`src/rtl/asteroid_pkg.sv`:
```
// Shared types and the fixed spawn-origin table for the asteroid engine.
package asteroid_pkg;

  localparam int DEF_SCREEN_W = 160;
  localparam int DEF_SCREEN_H = 120;

  typedef enum logic [1:0] {
    DIR_UP,
    DIR_DOWN,
    DIR_LEFT,
    DIR_RIGHT
  } dir_t;

  typedef struct packed {
    logic [15:0] x;
    logic [15:0] y;
    dir_t        dir;
  } origin_t;

  localparam origin_t ORIGIN_TABLE [8] = '{
    '{x: 16'd23,                   y: 16'd0,                    dir: DIR_DOWN},
    '{x: 16'd69,                   y: 16'd0,                    dir: DIR_DOWN},
    '{x: 16'd115,                  y: 16'd0,                    dir: DIR_DOWN},
    '{x: 16'(DEF_SCREEN_W - 1),    y: 16'd40,                   dir: DIR_LEFT},
    '{x: 16'd138,                  y: 16'(DEF_SCREEN_H - 1),    dir: DIR_UP},
    '{x: 16'd92,                   y: 16'(DEF_SCREEN_H - 1),    dir: DIR_UP},
    '{x: 16'd46,                   y: 16'(DEF_SCREEN_H - 1),    dir: DIR_UP},
    '{x: 16'd0,                    y: 16'd80,                   dir: DIR_RIGHT}
  };

  // Right-edge and bottom-edge origins follow the actual screen size.
  function automatic origin_t origin_of(logic [2:0] idx, int screen_w, int screen_h);
    origin_t o;
    o = ORIGIN_TABLE[idx];
    case (idx)
      3'd3:                o.x = 16'(screen_w - 1);
      3'd4, 3'd5, 3'd6:    o.y = 16'(screen_h - 1);
      default:             o = ORIGIN_TABLE[idx];
    endcase
    return o;
  endfunction

endpackage

```
`src/rtl/asteroid_slot.sv`:
```
// One asteroid slot: position, direction, step divider and active flag.
module asteroid_slot
  import asteroid_pkg::*;
#(
  parameter int X_W      = 8,
  parameter int Y_W      = 7,
  parameter int SCREEN_W = DEF_SCREEN_W,
  parameter int SCREEN_H = DEF_SCREEN_H,
  parameter int STEP_DIV = 1
) (
  input  logic           clock,
  input  logic           reset,
  input  logic           tick,
  input  logic           load,
  input  logic [X_W-1:0] load_x,
  input  logic [Y_W-1:0] load_y,
  input  dir_t           load_dir,
  input  logic           kill,
  output logic           active,
  output logic           active_next,
  output logic [X_W-1:0] x,
  output logic [Y_W-1:0] y,
  output logic           escape
);

  localparam int DIV_W = (STEP_DIV > 1) ? $clog2(STEP_DIV) : 1;

  logic [DIV_W-1:0] div, div_d;
  logic [X_W-1:0]   x_d;
  logic [Y_W-1:0]   y_d;
  dir_t             dir, dir_d;
  logic             escape_d;
  logic             at_edge;

  always_comb begin
    at_edge = 1'b0;
    case (dir)
      DIR_UP:    at_edge = (y == '0);
      DIR_DOWN:  at_edge = (y == Y_W'(SCREEN_H - 1));
      DIR_LEFT:  at_edge = (x == '0);
      DIR_RIGHT: at_edge = (x == X_W'(SCREEN_W - 1));
      default:   at_edge = 1'b0;
    endcase
  end

  // Load only targets a free slot and kill only an active one, so they never collide.
  always_comb begin
    active_next = active;
    x_d         = x;
    y_d         = y;
    dir_d       = dir;
    div_d       = div;
    escape_d    = 1'b0;
    if (load) begin
      active_next = 1'b1;
      x_d         = load_x;
      y_d         = load_y;
      dir_d       = load_dir;
      div_d       = '0;
    end else if (active) begin
      if (kill) begin
        active_next = 1'b0;
      end else if (tick) begin
        if (div == DIV_W'(STEP_DIV - 1)) begin
          div_d = '0;
          if (at_edge) begin
            active_next = 1'b0;
            escape_d    = 1'b1;
          end else begin
            case (dir)
              DIR_UP:    y_d = y - Y_W'(1);
              DIR_DOWN:  y_d = y + Y_W'(1);
              DIR_LEFT:  x_d = x - X_W'(1);
              DIR_RIGHT: x_d = x + X_W'(1);
              default:   x_d = x;
            endcase
          end
        end else begin
          div_d = div + DIV_W'(1);
        end
      end
    end
  end

  always_ff @(posedge clock or negedge reset) begin
    if (!reset) begin
      active <= 1'b0;
      x      <= '0;
      y      <= '0;
      dir    <= DIR_UP;
      div    <= '0;
      escape <= 1'b0;
    end else begin
      active <= active_next;
      x      <= x_d;
      y      <= y_d;
      dir    <= dir_d;
      div    <= div_d;
      escape <= escape_d;
    end
  end

endmodule

```
`src/rtl/asteroid_field.sv`:
```
// Asteroid engine top: free-slot allocation, kill decode, escape OR and active popcount.
module asteroid_field
  import asteroid_pkg::*;
#(
  parameter int N_SLOTS  = 8,
  parameter int X_W      = 8,
  parameter int Y_W      = 7,
  parameter int SCREEN_W = DEF_SCREEN_W,
  parameter int SCREEN_H = DEF_SCREEN_H,
  parameter int STEP_DIV = 1,
  localparam int SLOT_W  = (N_SLOTS > 1) ? $clog2(N_SLOTS) : 1,
  localparam int CNT_W   = $clog2(N_SLOTS + 1)
) (
  input  logic                 clock,
  input  logic                 reset,
  input  logic                 tick,
  input  logic                 spawn_valid,
  input  logic [2:0]           spawn_origin,
  output logic                 spawn_ready,
  input  logic                 kill_valid,
  input  logic [SLOT_W-1:0]    kill_slot,
  output logic [N_SLOTS-1:0]   ast_active,
  output logic [N_SLOTS*X_W-1:0] ast_x,
  output logic [N_SLOTS*Y_W-1:0] ast_y,
  output logic                 escaped,
  output logic [CNT_W-1:0]     active_count
);

  logic [N_SLOTS-1:0] load_vec;
  logic [N_SLOTS-1:0] kill_vec;
  logic [N_SLOTS-1:0] next_vec;
  logic [N_SLOTS-1:0] esc_vec;
  logic [CNT_W-1:0]   count_d;
  origin_t            org;

  assign spawn_ready = |(~ast_active);
  assign org         = origin_of(spawn_origin, SCREEN_W, SCREEN_H);

  // Descending scan so the lowest-index free slot is the one left selected.
  always_comb begin
    load_vec = '0;
    if (spawn_valid) begin
      for (int i = N_SLOTS - 1; i >= 0; i--) begin
        if (!ast_active[i]) begin
          load_vec    = '0;
          load_vec[i] = 1'b1;
        end
      end
    end
  end

  for (genvar gi = 0; gi < N_SLOTS; gi++) begin : g_slot
    assign kill_vec[gi] = kill_valid && (kill_slot == SLOT_W'(gi));

    asteroid_slot #(
      .X_W      (X_W),
      .Y_W      (Y_W),
      .SCREEN_W (SCREEN_W),
      .SCREEN_H (SCREEN_H),
      .STEP_DIV (STEP_DIV)
    ) u_slot (
      .clock       (clock),
      .reset       (reset),
      .tick        (tick),
      .load        (load_vec[gi]),
      .load_x      (X_W'(org.x)),
      .load_y      (Y_W'(org.y)),
      .load_dir    (org.dir),
      .kill        (kill_vec[gi]),
      .active      (ast_active[gi]),
      .active_next (next_vec[gi]),
      .x           (ast_x[gi*X_W +: X_W]),
      .y           (ast_y[gi*Y_W +: Y_W]),
      .escape      (esc_vec[gi])
    );
  end

  assign escaped = |esc_vec;

  // Count the post-edge flags so the registered count lines up with ast_active.
  always_comb begin
    count_d = '0;
    for (int i = 0; i < N_SLOTS; i++) begin
      count_d = count_d + CNT_W'(next_vec[i]);
    end
  end

  always_ff @(posedge clock or negedge reset) begin
    if (!reset) begin
      active_count <= '0;
    end else begin
      active_count <= count_d;
    end
  end

endmodule

```
`config.mk`:
```
export PLATFORM = sky130hd
export DESIGN_NAME = asteroid_field
export DESIGN_NICKNAME = d
export VERILOG_FILES = /design/src/rtl/asteroid_pkg.sv /design/src/rtl/asteroid_slot.sv /design/src/rtl/asteroid_field.sv
export SDC_FILE = /design/constraint.sdc
export NUM_CORES = 1
export LEC_CHECK = 0
export BUFFER_PORTS_ARGS = -buffer_cell sky130_fd_sc_hd__buf_2
export CAP_MARGIN = 20
export CORE_MARGIN = 4
export CORE_UTILIZATION = 39
export DETAILED_ROUTE_END_ITERATION = 8
export GPL_TIMING_DRIVEN = 0
export HOLD_SLACK_MARGIN = 0.1
export PLACE_DENSITY = 0.63
export SKIP_CTS_REPAIR_TIMING = 1
export SLEW_MARGIN = 20
export SYNTH_ARGS = -nofsm -noshare
export SYNTH_HDL_FRONTEND = slang
export SYNTH_HIERARCHICAL = 1
export SYNTH_SLANG_ARGS = --single-unit
```
`constraint.sdc`:
```
create_clock -name clock -period 9.75 [get_ports clock]
set_input_delay 1.95 -clock clock [delete_from_list [all_inputs] [get_ports clock]]
set_output_delay 1.95 -clock clock [all_outputs]
set_load 0.05 [all_outputs]
```
# Word level (Yosys, flattened, before mapping)
# Memory sizes are Yosys's and may differ from the RTL's.
# Cells that the tools add are included.
[totals]
regBits = 164
rom_bits = 272
inputBits = 11
out_inout_bits = 134
elab_cells = 536
n_memories = 1
[mem_list]
columns = ["memory", "words", "word_bits", "rd", "rd_clocked_by_memory_dff", "wr", "line_no", "rtl"]
rows = [
  ["(name not given)", 8, 34, 1, 0, 0, "asteroid_pkg.sv:38", "default: o = ORIGIN_TABLE[idx];"],
]
[op_classes]
addsub = 47
magnitude_cmp = 1
eq_ne = 75
mux = 269
bitwise = 2
n_reduce_logical = 92
[op_table]
columns = ["cell", "count"]
rows = [
  ["$mux W8", 58],
  ["$mux W7", 49],
  ["$mux W1", 136],
  ["$pmux W8 S2", 8],
  ["$pmux W7 S2", 8],
  ["$reduce_and A6 Y1", 16],
  ["$add A8 B1 Y8 const B", 8],
  ["$eq A8 B8 Y1 const B", 8],
  ["$logic_not A8 Y1", 8],
  ["$sub A8 B1 Y8 const B", 8],
  ["$add A7 B1 Y7 const B", 8],
  ["$eq A7 B7 Y1 const B", 8],
  ["$logic_not A7 Y1", 8],
  ["$sub A7 B1 Y7 const B", 8],
  ["$mux W26", 2],
  ["$ne A2 B2 Y1 const B", 24],
  ["$reduce_bool A3 Y1", 16],
  ["$eq A2 B2 Y1 const B", 16],
  ["$pmux W1 S4", 8],
  ["$reduce_bool A2 Y1", 16],
  ["$reduce_and A3 Y1", 8],
  ["$eq A3 B3 Y1 const B", 7],
  ["$add A4 B1 Y4", 4],
  ["$eq A2 B1 Y1 const B", 8],
  ["14 further kinds", 38],
]

# Depth between registers and ports, before layout
[logic_depth]
depth_word = 17
ltp_mapped = 15
ltp_nobuf = 15

# By module
# The synthesis kept the hierarchy.
[modules_own_cells]
columns = ["module", "instances", "cells_each", "area_per_inst_um2"]
rows = [
  ["asteroid_slot (g_slot[0].u_slot ...)", 4, 162, 1462.7],
  ["asteroid_slot (g_slot[6].u_slot ...)", 2, 162, 1524.0],
  ["asteroid_slot (g_slot[4].u_slot)", 1, 162, 1467.7],
  ["asteroid_slot (g_slot[1].u_slot)", 1, 154, 1415.1],
  ["asteroid_field", 1, 87, 646.9],
]

# Least setup slack after synthesis
# Ideal clock, no wire load.
[synth_path]
path_type = "input-to-reg"
startpoint = "input spawn_valid"
endpoint = "register active_count[2]"
setup_time_ns = 0.123
arrival_time_ns = 4.984
setup_slack_ns = 4.644
stages = 14
n_path_buf = 2
cell_sequence = "nand4_1 nor2_1 clkbuf_1 clkbuf_1 a31o_2 fa_1 inv_1 fa_1 fa_1 inv_1 ha_1 inv_1 fa_1 xnor2_1"
[synth_via]
elab_cells_between_ends = 16
cone_classes = "add/sub (7); mux (9)"
[synth_rtl]
columns = ["element", "line_no", "rtl"]
rows = [
  ["start, declared", "asteroid_field.sv:17", "input logic spawn_valid,"],
  ["$mux W8", "asteroid_field.sv:42", "if (spawn_valid) begin"],
  ["named net load_vec[3]", "asteroid_field.sv:29", "logic [N_SLOTS-1:0] load_vec;"],
  ["$mux W1", "asteroid_slot.sv:54", "if (load) begin"],
  ["named net next_vec[3]", "asteroid_field.sv:31", "logic [N_SLOTS-1:0] next_vec;"],
  ["$add A3 B1 Y4", "asteroid_field.sv:84", "count_d = count_d + CNT_W'(next_vec[i]);"],
  ["$add A4 B1 Y4 (4 in series)", "asteroid_field.sv:84", ""],
  ["named net count_d[2]", "asteroid_field.sv:33", "logic [CNT_W-1:0] count_d;"],
  ["end signal, assigned", "asteroid_field.sv:92", "active_count <= count_d;"],
  ["end, declared", "asteroid_field.sv:26", "output logic [CNT_W-1:0] active_count"],
]
# The timed path passes the listed nets, and every way through them passes these cells.
# A chain may end at the register's enable or synchronous reset.

# Worst setup path after layout
[layout_path]
startpoint = "input spawn_valid"
endpoint = "register active_count[1]"
[layout_via]
elab_cells_between_ends = 16
cone_classes = "add/sub (7); mux (9)"
[layout_rtl]
columns = ["element", "line_no"]
rows = [
  ["$mux W8", "asteroid_field.sv:42"],
  ["named net load_vec[6]", "asteroid_field.sv:29"],
  ["$mux W1", "asteroid_slot.sv:54"],
  ["named net next_vec[6]", "asteroid_field.sv:31"],
  ["$add A4 B1 Y4 (2 in series)", "asteroid_field.sv:84"],
  ["named net count_d[1]", "asteroid_field.sv:33"],
]
# The timed path passes the listed nets, and every way through them passes these cells.

==> metrics.txt <==
Worst Path Max Fanout=10; grt ovf=0; Die H=186.5 µm; Mapped Area=12430 µm²; #FFs+latches synth=156; setup TNS=0 ns; Synth Instances=1375; leak pwr=6.469 nW; CTS clk-pin slew, worst paths=0.06 ns; Core Rows=65; worst min path class=reg -> reg; Peak Freq=0.1856 GHz; drt initial violations=835; vias per cell=5.587; Crit path largest cell delay=0.54 ns; ys async rst share=100.0%; switching pwr=2.604 mW; Multi-input gate area=8220 µm²; complex-gate fraction of the synthesized area=19.46%; layout cell share with drive strength beyond 1=17.46%; root buf cell=clkbuf_16; Num CTS Buffers=17; Wirelength per Cell=18.47 µm; routed via count=10960; worst slew pin tran=0.8516 ns; worst hold slack=0.6022 ns; Final Critical Period=5.387 ns; largest net degree at the start of global routing=95; Post-synth EDFFs=0; multiplexer share of the synthesized area=7.500%; Overall Global Routing Usage=20.56%; pwr dens=352.6 nW/µm²; Max clock buf depth=2; cell taking the most area after synthesis=dfrtp_1; CP Data Arrival Time=5.70 ns; initial antenna violation count=2; clock share of power=13.5%; ANT nets after route=0; DPL Wire Length=26960 µm; Syn Nets=1504; maximum vdd drop=0.0002207 V; final count of hold timing violations=0; I/O Buffers=143; final slew viol count=0; core area=31470 µm²; yosys warns=6; RSZ-0062 raised after global routing=false; most common cell in the netlist=nand2_1; fillers=3056; CP max stage cell=fa_1; worst rel slew slack=43.17%; post-synthesis adder-cell area fraction=13.09%; vias in the first global route=10780; Tcrit/Tclk final=55.25%; main combinational cell family by area after synthesis=compound AO/OA/AOI/OAI gates; drt pass-1 iters=5; Flop pwr share=23.5%; Critical Path RT=10.06 ns; critical path's most frequent cell=inv_1; IO Pins=145; nets@finish=1675; Startpoint Class=input pin; Sw Ratio=51.19%; Comb pwr share=63.1%; ys flop type=dfrtp_1; crit-path cells=buf_2, nand4_1, nor3_1, clkbuf_1, clkbuf_1, a211oi_1, a21oi_1, inv_1, fa_1, fa_1, inv_1, ha_1, inv_1, fa_1, inv_1; post-synthesis xor/xnor area fraction=6.836%; top cell type's share of synthesized area=31.41%; CTS tree=done; critical path class=in -> reg; final core utilization=45.83%; Starting Density=39.49%; Max Cap Viol=0; # DRC=0; Final Setup Violations=0; H-tree Lvls=4; synth unique cells=72; Worst Setup End Kind=register; # clock sinks=156; most frequent cells after synthesis=195 x nand2_1, 156 x dfrtp_1, 98 x ha_1; overall routed net length=36220 µm; RePlAce Congestion=0.8798; Setup Skew=0.009849 ns; die area=34790 µm²; worst skew pair latency=0.42 ns; first-pass GRT wire length=58370 µm; Sequential Area=3904 µm²; area grow syn2layout=16.06%; top area cells in the synthesized netlist=dfrtp_1 31%, ha_1 9.9%, nand2_1 5.9%; syn avg cell area=9.039 µm²; sequential fraction of the synthesis area=31.41%; overall power=5.086 mW; simple-gate share of the synthesized area=18.98%; status=finished clean; die width=186.5 µm; Power Internal=2.483 mW
==> registers in the layout, summed over array words and instances (netlist names) <==
signal,flops
g_slot.u_slot/dir,16
g_slot.u_slot/escape,8
g_slot.u_slot/y,56
g_slot.u_slot/x,64
g_slot.u_slot/active,8
active_count,4
==> power groups by stage <==
stage          Sequential (mW)  Combinational, mW  Clock (mW)
3_3_place_gp              1.20               3.13           0
6_report                  1.19               3.21       0.685
2_1_floorplan             1.72               1.96           0
3_5_place_dp              1.21               3.21           0
5_1_grt                   1.24               3.53       0.726
4_1_cts                   1.20               3.22       0.694
==> area by class of cell <==
type | instances | area share [%]
diodes | 1 | 0.01735
plain buffers | 36 | 1.058
clock buffers | 20 | 3.166
clock inverters | 11 | 0.9802
inverters | 50 | 1.301
multi-input cells | 1133 | 56.99
flip-flops and latches | 156 | 27.06
well taps | 402 | 3.487
repair buffers | 152 | 5.933
==> critical path, delay by kind of cell <==
kind,cells,cell delay (ns)
buffers and inverters,7,1.27
adders and majority gates,4,1.59
and+or+nand+nor,2,0.45
AOI/OAI and AO/OA,2,0.41
==> logic make-up (layout without fill, tap and decap cells) <==
group | count (synthesis) | after routing
other | 0 | 1
flip-flops | 156 | 156
adder cells (fa/ha/maj) | 118 | 118
buffers and inverters | 86 | 269
multiplexers | 88 | 88
AND/OR/NAND/NOR | 463 | 463
XOR/XNOR | 97 | 97
AO/OA/AOI/OAI | 367 | 367
==> through the flow <==
step / worst slack, ns / std cells / area (µm²)
6_report: 4.363 / 1961 / 14420
2_1_floorplan: 4.644 / 1375 / 12430
5_1_grt: 4.139 / 1961 / 14420
3_3_place_gp: 3.923 / 1920 / 13650
3_5_place_dp: 3.927 / 1929 / 13820
4_1_cts: 4.354 / 1960 / 14420
==> worst paths after layout <==
| kind | cells past startpoint | startpoint | slack [ns] | to |
|---|---|---|---|---|
| hold / removal | 2 | g_slot[6].u_slot/y[2]$_DFFE_PN0P_ | 0.60 | g_slot[6].u_slot/y[2]$_DFFE_PN0P_ |
| setup reg to reg | 15 | g_slot[0].u_slot/x[2]$_DFFE_PN0P_ | 5.45 | active_count[1]$_DFF_PN0_ |
| min in group asynchronous | 1 | reset | 1.29 | g_slot[1].u_slot/x[5]$_DFFE_PN0P_ |
| hold reg to reg | 2 | g_slot[6].u_slot/y[2]$_DFFE_PN0P_ | 0.60 | g_slot[6].u_slot/y[2]$_DFFE_PN0P_ |
| max in group asynchronous | 3 | reset | 7.50 | g_slot[4].u_slot/x[6]$_DFFE_PN0P_ |
| setup / recovery | 15 | spawn_valid | 4.36 | active_count[1]$_DFF_PN0_ |
==> routing by layer <==
layer	up-vias	part of all wire (%)	track usage, %
met5	-	0.036	0
met4	2	2.6	5.688
met3	52	5.3	4.246
met2	294	47	33.74
met1	5271	45	27.81
li1	5337	-	-
==> placed cells by master (no fill, tap or decap), types with 11 or more instances in the layout <==
master / synthesis / routed
a211oi_1: 16 / 16
a21o_1: 16 / 16
a21oi_1: 73 / 71
buf_2: 1 / 143
clkbuf_1: 33 / 33
clkbuf_16: 0 / 17
dfrtp_1: 156 / 156
fa_1: 20 / 20
ha_1: 98 / 98
inv_1: 50 / 50
mux2i_1: 71 / 71
nand2_1: 195 / 195
nand3_1: 36 / 36
nand4_1: 14 / 14
nor2_1: 73 / 72
nor2b_1: 14 / 14
nor3_1: 39 / 39
nor4_1: 18 / 18
o211ai_1: 15 / 15
o21ai_0: 79 / 76
o21ai_1: 62 / 63
o21ai_2: 13 / 15
o21bai_1: 17 / 17
o31ai_1: 11 / 11
xnor2_1: 61 / 61
xor2_1: 36 / 36
(Power assumes the default switching activity.)
